==> config.mk <==
export PLATFORM = sky130hd
export DESIGN_NAME = eip_redirect_ctrl
export DESIGN_NICKNAME = d
export VERILOG_FILES = /design/src/rtl/eip_redirect_ctrl.sv
export SDC_FILE = /design/constraint.sdc
export NUM_CORES = 1
export LEC_CHECK = 0
export ABC_AREA = 1
export BUFFER_PORTS_ARGS = -buffer_cell sky130_fd_sc_hd__buf_2
export CORE_MARGIN = 4
export CORE_UTILIZATION = 46
export CTS_CLUSTER_SIZE = 10
export DETAILED_ROUTE_END_ITERATION = 10
export PLACE_DENSITY = 0.87
export SLEW_MARGIN = 20
export SYNTH_ARGS = -nofsm -noshare
export SYNTH_HDL_FRONTEND = slang
export SYNTH_SLANG_ARGS = --single-unit
==> constraint.sdc <==
create_clock -name clk -period 3.2 [get_ports clk]
set_input_delay 0 -clock clk [delete_from_list [all_inputs] [get_ports clk]]
set_output_delay 0 -clock clk [all_outputs]
set_load 0.03 [all_outputs]
==> src/rtl/eip_redirect_ctrl.sv <==
// EIP update / front-end redirect sequencer: arbitrates WB redirects, interrupts and
// sequential decode advance, then offers the new fetch address and blocks refill.
module eip_redirect_ctrl #(
  parameter int REFILL_CYC = 2,
  parameter int ADDR_W     = 32
) (
  input  logic              clk,
  input  logic              rst_n,
  input  logic              r_V_wb,
  input  logic              r_wb_eip_change,
  input  logic [ADDR_W-1:0] w_wb_target,
  input  logic              int_req,
  input  logic [ADDR_W-1:0] int_vector,
  output logic              int_ack,
  input  logic              r_V_de,
  input  logic              w_not_stall_fe,
  input  logic              w_de_br_stall,
  input  logic [ADDR_W-1:0] w_de_EIP_next,
  output logic [1:0]        ld_eip,
  output logic [ADDR_W-1:0] eip_nxt,
  output logic              flush_pipe,
  output logic              fe_redir_valid,
  input  logic              fe_redir_ready,
  output logic [ADDR_W-1:0] fe_redir_addr,
  output logic              fe_hold,
  output logic [1:0]        ctl_state
);

  localparam logic [1:0] S_IDLE   = 2'b00;
  localparam logic [1:0] S_SEND   = 2'b01;
  localparam logic [1:0] S_REFILL = 2'b10;

  localparam int CNT_W = (REFILL_CYC < 2) ? 1 : $clog2(REFILL_CYC + 1);
  localparam logic [CNT_W-1:0] CNT_INIT = CNT_W'((REFILL_CYC > 0) ? (REFILL_CYC - 1) : 0);

  logic [1:0]        r_state;
  logic [ADDR_W-1:0] r_pend;
  logic [CNT_W-1:0]  r_cnt;

  logic [1:0]        w_state_nxt;
  logic [ADDR_W-1:0] w_pend_nxt;
  logic [CNT_W-1:0]  w_cnt_nxt;

  logic              w_wb_redir;
  logic              w_int_take;
  logic              w_event;
  logic              w_seq_ok;
  logic [ADDR_W-1:0] w_redir_addr;

  // WB redirects win everywhere; interrupts only start from IDLE.
  assign w_wb_redir   = r_V_wb & r_wb_eip_change;
  assign w_int_take   = int_req & ~w_wb_redir & (r_state == S_IDLE);
  assign w_event      = w_wb_redir | w_int_take;
  assign w_seq_ok     = r_V_de & w_not_stall_fe & ~w_de_br_stall;
  assign w_redir_addr = w_wb_redir ? w_wb_target : int_vector;
  assign ctl_state    = r_state;

  always_ff @(posedge clk or negedge rst_n) begin
    if (!rst_n) begin
      r_state <= S_IDLE;
      r_pend  <= '0;
      r_cnt   <= '0;
    end else begin
      r_state <= w_state_nxt;
      r_pend  <= w_pend_nxt;
      r_cnt   <= w_cnt_nxt;
    end
  end

  always_comb begin
    w_state_nxt = r_state;
    w_pend_nxt  = r_pend;
    w_cnt_nxt   = r_cnt;
    if (w_event) begin
      w_state_nxt = S_SEND;
      w_pend_nxt  = w_redir_addr;
    end else begin
      case (r_state)
        S_IDLE: w_state_nxt = S_IDLE;
        S_SEND: if (fe_redir_ready) begin
          w_cnt_nxt   = CNT_INIT;
          w_state_nxt = (REFILL_CYC == 0) ? S_IDLE : S_REFILL;
        end
        S_REFILL: begin
          if (r_cnt == '0) w_state_nxt = S_IDLE;
          else             w_cnt_nxt   = r_cnt - 1'b1;
        end
        default: w_state_nxt = S_IDLE;
      endcase
    end
  end

  // Outputs are forced quiet while reset is held, independent of inputs.
  always_comb begin
    ld_eip         = 2'b00;
    eip_nxt        = w_de_EIP_next;
    flush_pipe     = 1'b0;
    int_ack        = 1'b0;
    fe_redir_valid = 1'b0;
    fe_redir_addr  = '0;
    fe_hold        = 1'b0;
    if (rst_n) begin
      fe_redir_addr = r_pend;
      if (w_event) begin
        ld_eip     = 2'b10;
        eip_nxt    = w_redir_addr;
        flush_pipe = 1'b1;
        int_ack    = w_int_take;
      end
      case (r_state)
        S_IDLE: if (!w_event) ld_eip = {1'b0, w_seq_ok};
        S_SEND: begin
          // A restart withdraws the stale offer so fetch can't take the old address.
          fe_redir_valid = ~w_wb_redir;
          fe_hold        = 1'b1;
        end
        default: ;
      endcase
    end
  end

endmodule

# [Word-level counts from Yosys, hierarchy flattened]
# Cells that the tools add are included.
[classes] n_addsub=1 n_eq_ne=6 n_mux=23 n_bitwise=9 reduce_logical=5
[op_table] operator="32-bit 2-to-1 mux" n=4
[op_table] operator="2-bit 2-to-1 mux" n=9
[op_table] operator="1-bit 2-to-1 mux" n=8
[op_table] operator="2-bit one-hot mux with 2 select lines" n=2
[op_table] operator="3-bit inequality test, second input constant" n=2
[op_table] operator="1-bit bitwise AND" n=5
[op_table] operator="2-bit zero test" n=2
[op_table] operator="2-bit inequality test, second input constant" n=2
[op_table] operator="4-bit AND reduction" n=1
[op_table] operator="1-bit inverter" n=3
[op_table] operator="2-bit by 1-bit == test with 1-bit output, second input constant" n=1
[op_table] operator="2-bit == test, second input constant" n=1
[op_table] operator="2-bit AND reduction" n=1
[op_table] operator="2-bit nonzero test" n=1
[op_table] operator="2-bit by 1-bit subtractor with 2-bit output, second input constant" n=1
[op_table] operator="1-bit OR" n=1
[totals] register_bits=36 inputBits=105 output_inout_bits=72

# [Longest topological paths before layout]
[depth] word_depth=9 ltp_mapped=7 depth_no_buf=7

# [Worst setup path before layout]
# Ideal clock, no wire load.
[synth_path] kind="reg-to-output" from="reg r_state[1], in the netlist ctl_state[1]" to="out ld_eip[1]" arrival_ns=1.555 setup_slack_ns=1.645 stages_incl_launch_ff=8 path_buffers=2 path_cell_list="dfrtp_1 nor2_4 nand2_2 nand2_2 nand2_2 buf_2 inv_1 buf_4"
[synth_between] elab_chain_len=7
[synth_rtl] element="from (decl)" line_no="36" source="logic [1:0] r_state;"
[synth_rtl] element="from (signal assigned)" line_no="64" source="r_state <= w_state_nxt;"
[synth_rtl] element="2-bit zero test *" line_no="52, 110"
[synth_rtl] element="1-bit bitwise AND" line_no="52" source="assign w_int_take = int_req & ~w_wb_redir & (r_state == S_IDLE);"
[synth_rtl] element="1-bit OR" line_no="53" source="assign w_event = w_wb_redir | w_int_take;"
[synth_rtl] element="2-bit 2-to-1 mux" line_no="104" source="if (w_event) begin"
[synth_rtl] element="2-bit 2-to-1 mux" line_no="111" source="S_IDLE: if (!w_event) ld_eip = {1'b0, w_seq_ok};"
[synth_rtl] element="2-bit 2-to-1 mux *" line_no="110" source="case (r_state)"
[synth_rtl] element="2-bit 2-to-1 mux *" line_no="102" source="if (rst_n) begin"
[synth_rtl] element="to (decl)" line_no="19" source="output logic [1:0] ld_eip,"
# Every way passes the cells marked *; elsewhere a longest branch is shown, timed or not.

# [Worst setup path after layout]
[layout_path] from="reg r_state[1], in the netlist ctl_state[1]" to="out eip_nxt[5]"
[layout_between] elab_chain_len=5
[layout_rtl] element="2-bit zero test" line_no="52"
[layout_rtl] element="1-bit bitwise AND" line_no="52"
[layout_rtl] element="1-bit OR" line_no="53"
[layout_rtl] element="32-bit 2-to-1 mux" line_no="104"
[layout_rtl] element="32-bit 2-to-1 mux" line_no="102"
[layout_rtl] element="to (decl)" line_no="20" source="output logic [ADDR_W-1:0] eip_nxt,"
# Every way passes these cells.

==> results.cfg <==
[synthesis]
yosys.area.top_type = nand2_1
yosysUniqueCellTypes = 20
yosys_warnings = 0
synthTopCellsByArea = nand2_1 (42%), dfrtp_1 (34%), nand3_1 (6.9%)
synthCells = 450
ys_seq_elements = 36
syn-cell-area_um2 = 2630
syn_avg_cell_area_um2 = 5.84
yosys.area.top_type_share_pct = 42.1
synth_nets = 556
synth-seq-area-share_pct = 34.3

[cts]
clkTransAtPathRegs_ns = 0.07
cts_tree = yes
clockBufferDepth = 2
htree_levels = 2
cts-root-buf = clkbuf_8
cts_buffers = 5
clock_latency_ns = 0.28
clkSinkCount = 36

[critical_path]
end_kind = output port
endpoint = eip_nxt[5]
rrSetupSlack_ns = 1.37
r2r_end = r_pend[17]
critPathKind = reg -> out
worstPathRequired_ns = 3.20
cp_max_fo = 35
rr_startpoint = ctl_state[1]
setup.worst_path.start = ctl_state[1]
cp-start-kind = flip-flop
critical_path_arrival_ns = 2.46
rr_worst_depth = 6

[place]
routabilityCongestion = 0.868
dp_hpwl_um = 5800
io_buffer_count = 176
place_ws_ns = 0.937
detailed_place.area_um2 = 3440

[grt]
grt_max_degree = 63
antenna_found_initial = 0
grt_pass1_wl_um = 13100
first_global_vias = 3139
grt_remaining_overflow = 0
grt_usage_pct = 22.0

[sta]
setup_tns_ns = 0
setup_violations = 0
worst_hold_slack_ns = 0.0388
min_period_over_period_pct = 77.0
min_period_ns = 2.46
slew_viol_final = 0
worst_pin_slew_ns = 0.905
finalClockSkew_ns = 0.00382
hold_viol_final = 0
setup_ws_ns = 0.735
slew_headroom_pct = 39.5
max_freq_mhz = 406
rsz0062_at_grt = no

[floorplan]
die_w_um = 83.6
die_y_um = 83.6
io-pin-count = 177
core_um2 = 5510
start_util_pct = 47.7
die_area_um2 = 6980
row_count = 27

[pwr]
power_leakage_nw = 2.52
swShare_pct = 43.6
ir_worst_vdd_uv = 273
power_density_nw_per_um2 = 504
switchingPower_mw = 0.783
total_power_mw = 1.80
p_clk_share_pct = 18.8
comb_power_share_pct = 45.9
seqPwrFrac_pct = 35.3
internal_power_mw = 1.01

[min_path]
hold_path_depth = 5
hp-class = in -> reg

[run]
maxCapViolCount = 0

[routing]
drc = 0
wirelength_um = 7730
wl_per_cell_um = 11.3
antenna_violating_nets_post_route = 0
firstDrtPassIters = 6
drt_iter0_markers = 99
vias = 3206
via_per_inst = 4.69

[status]
status = finished, final reports clean

[cells_and_area]
final_common_cell = nand2_1
regArea_um2 = 901
final_area_um2 = 3560
fillerInstances = 546
fin_nets = 717
antenna_cells = 0
area_delta_synth_final_pct = 35.5
multiInputGateArea_um2 = 1400
final_cell_mix = nand2_1 (295), buf_2 (175), inv_1 (39), nand3_1 (36), dfrtp_1 (36)
drive_above_1_share_pct = 31.6
## final cells by class
cell class              count  area share (%)
clock buffers               7            2.71
multi-input cells         347            39.2
flip-flops and latches     36            25.3
well taps                  72            2.53
inverters                  40            4.22
repair buffers            181            26.0
## per-layer routing
layer	wire (um)	up-vias	track usage (%)
li1	-	1653	-
met1	3000	1407	23.8
met2	3950	130	41.3
met3	591	16	4.54
met4	189	0	8.77
met5	0	-	0
## critical path, stage by stage (launching register included)
cell and delay (ns):
dfrtp_1 0.45, nor2_4 0.18, nand2_2 0.08, nand2_2 0.44, nand2_2 0.57, nand2_1 0.21
nand2_1 0.06, buf_2 0.17
## flip-flops by register name, summed over array words and instances, names as in the netlist
signal and flops:
ctl_state 2, r_cnt 2, r_pend 32
## timing repair
action                    CTS  global route
hold endpoints to repair   25             0
hold buffers                2             0
buffers inserted            0             0
gates resized for setup     0             0
## how the worst min path moves through the flow
stage	startpoint	to
final	w_wb_target[22]	r_pend[22]
after floorplan	rst_n	ctl_state[0]
after global placement	rst_n	r_pend[17]
after global routing	w_wb_target[15]	r_pend[15]
after detailed placement	rst_n	r_pend[17]
after CTS	w_wb_target[5]	r_pend[5]
## stage by stage
step / utilization (%) / cells
after floorplan: - / 450
after global placement: 62.6 / 674
after detailed placement: 62.6 / 674
after CTS: 64.7 / 683
after global routing: 64.7 / 683
final: 64.7 / 683
## cell families after synthesis
group | after synthesis | share of synthesized area [%]
AND/OR/NAND/NOR | 344 | 51.9
buffers and inverters | 67 | 12.5
flip-flops | 36 | 34.3
AO/OA/AOI/OAI | 2 | 0.810
adder cells (fa/ha/maj) | 1 | 0.476
## power groups by stage
stage | clock [mW] | combinational, mW | sequential, mW
floorplan | 0 | 0.597 | 0.635
global placement | 0 | 0.804 | 0.635
detailed placement | 0 | 0.829 | 0.640
CTS | 0.351 | 0.832 | 0.633
global route | 0.371 | 0.915 | 0.650
finish | 0.338 | 0.823 | 0.634
## synthesized netlist by cell type
cell type,number
nand2_1,295
inv_1,39
dfrtp_1,36
nand3_1,36
buf_2,14
buf_6,4
nand2_2,4
clkbuf_1,3
nor2_1,3
nor3_1,3
buf_1,2
buf_4,2
buf_8,2
a21oi_4,1
ha_1,1
inv_2,1
nand3b_1,1
nand4_1,1
nor2_4,1
o21ai_0,1
No activity file was read; power rests on OpenSTA's default activity.
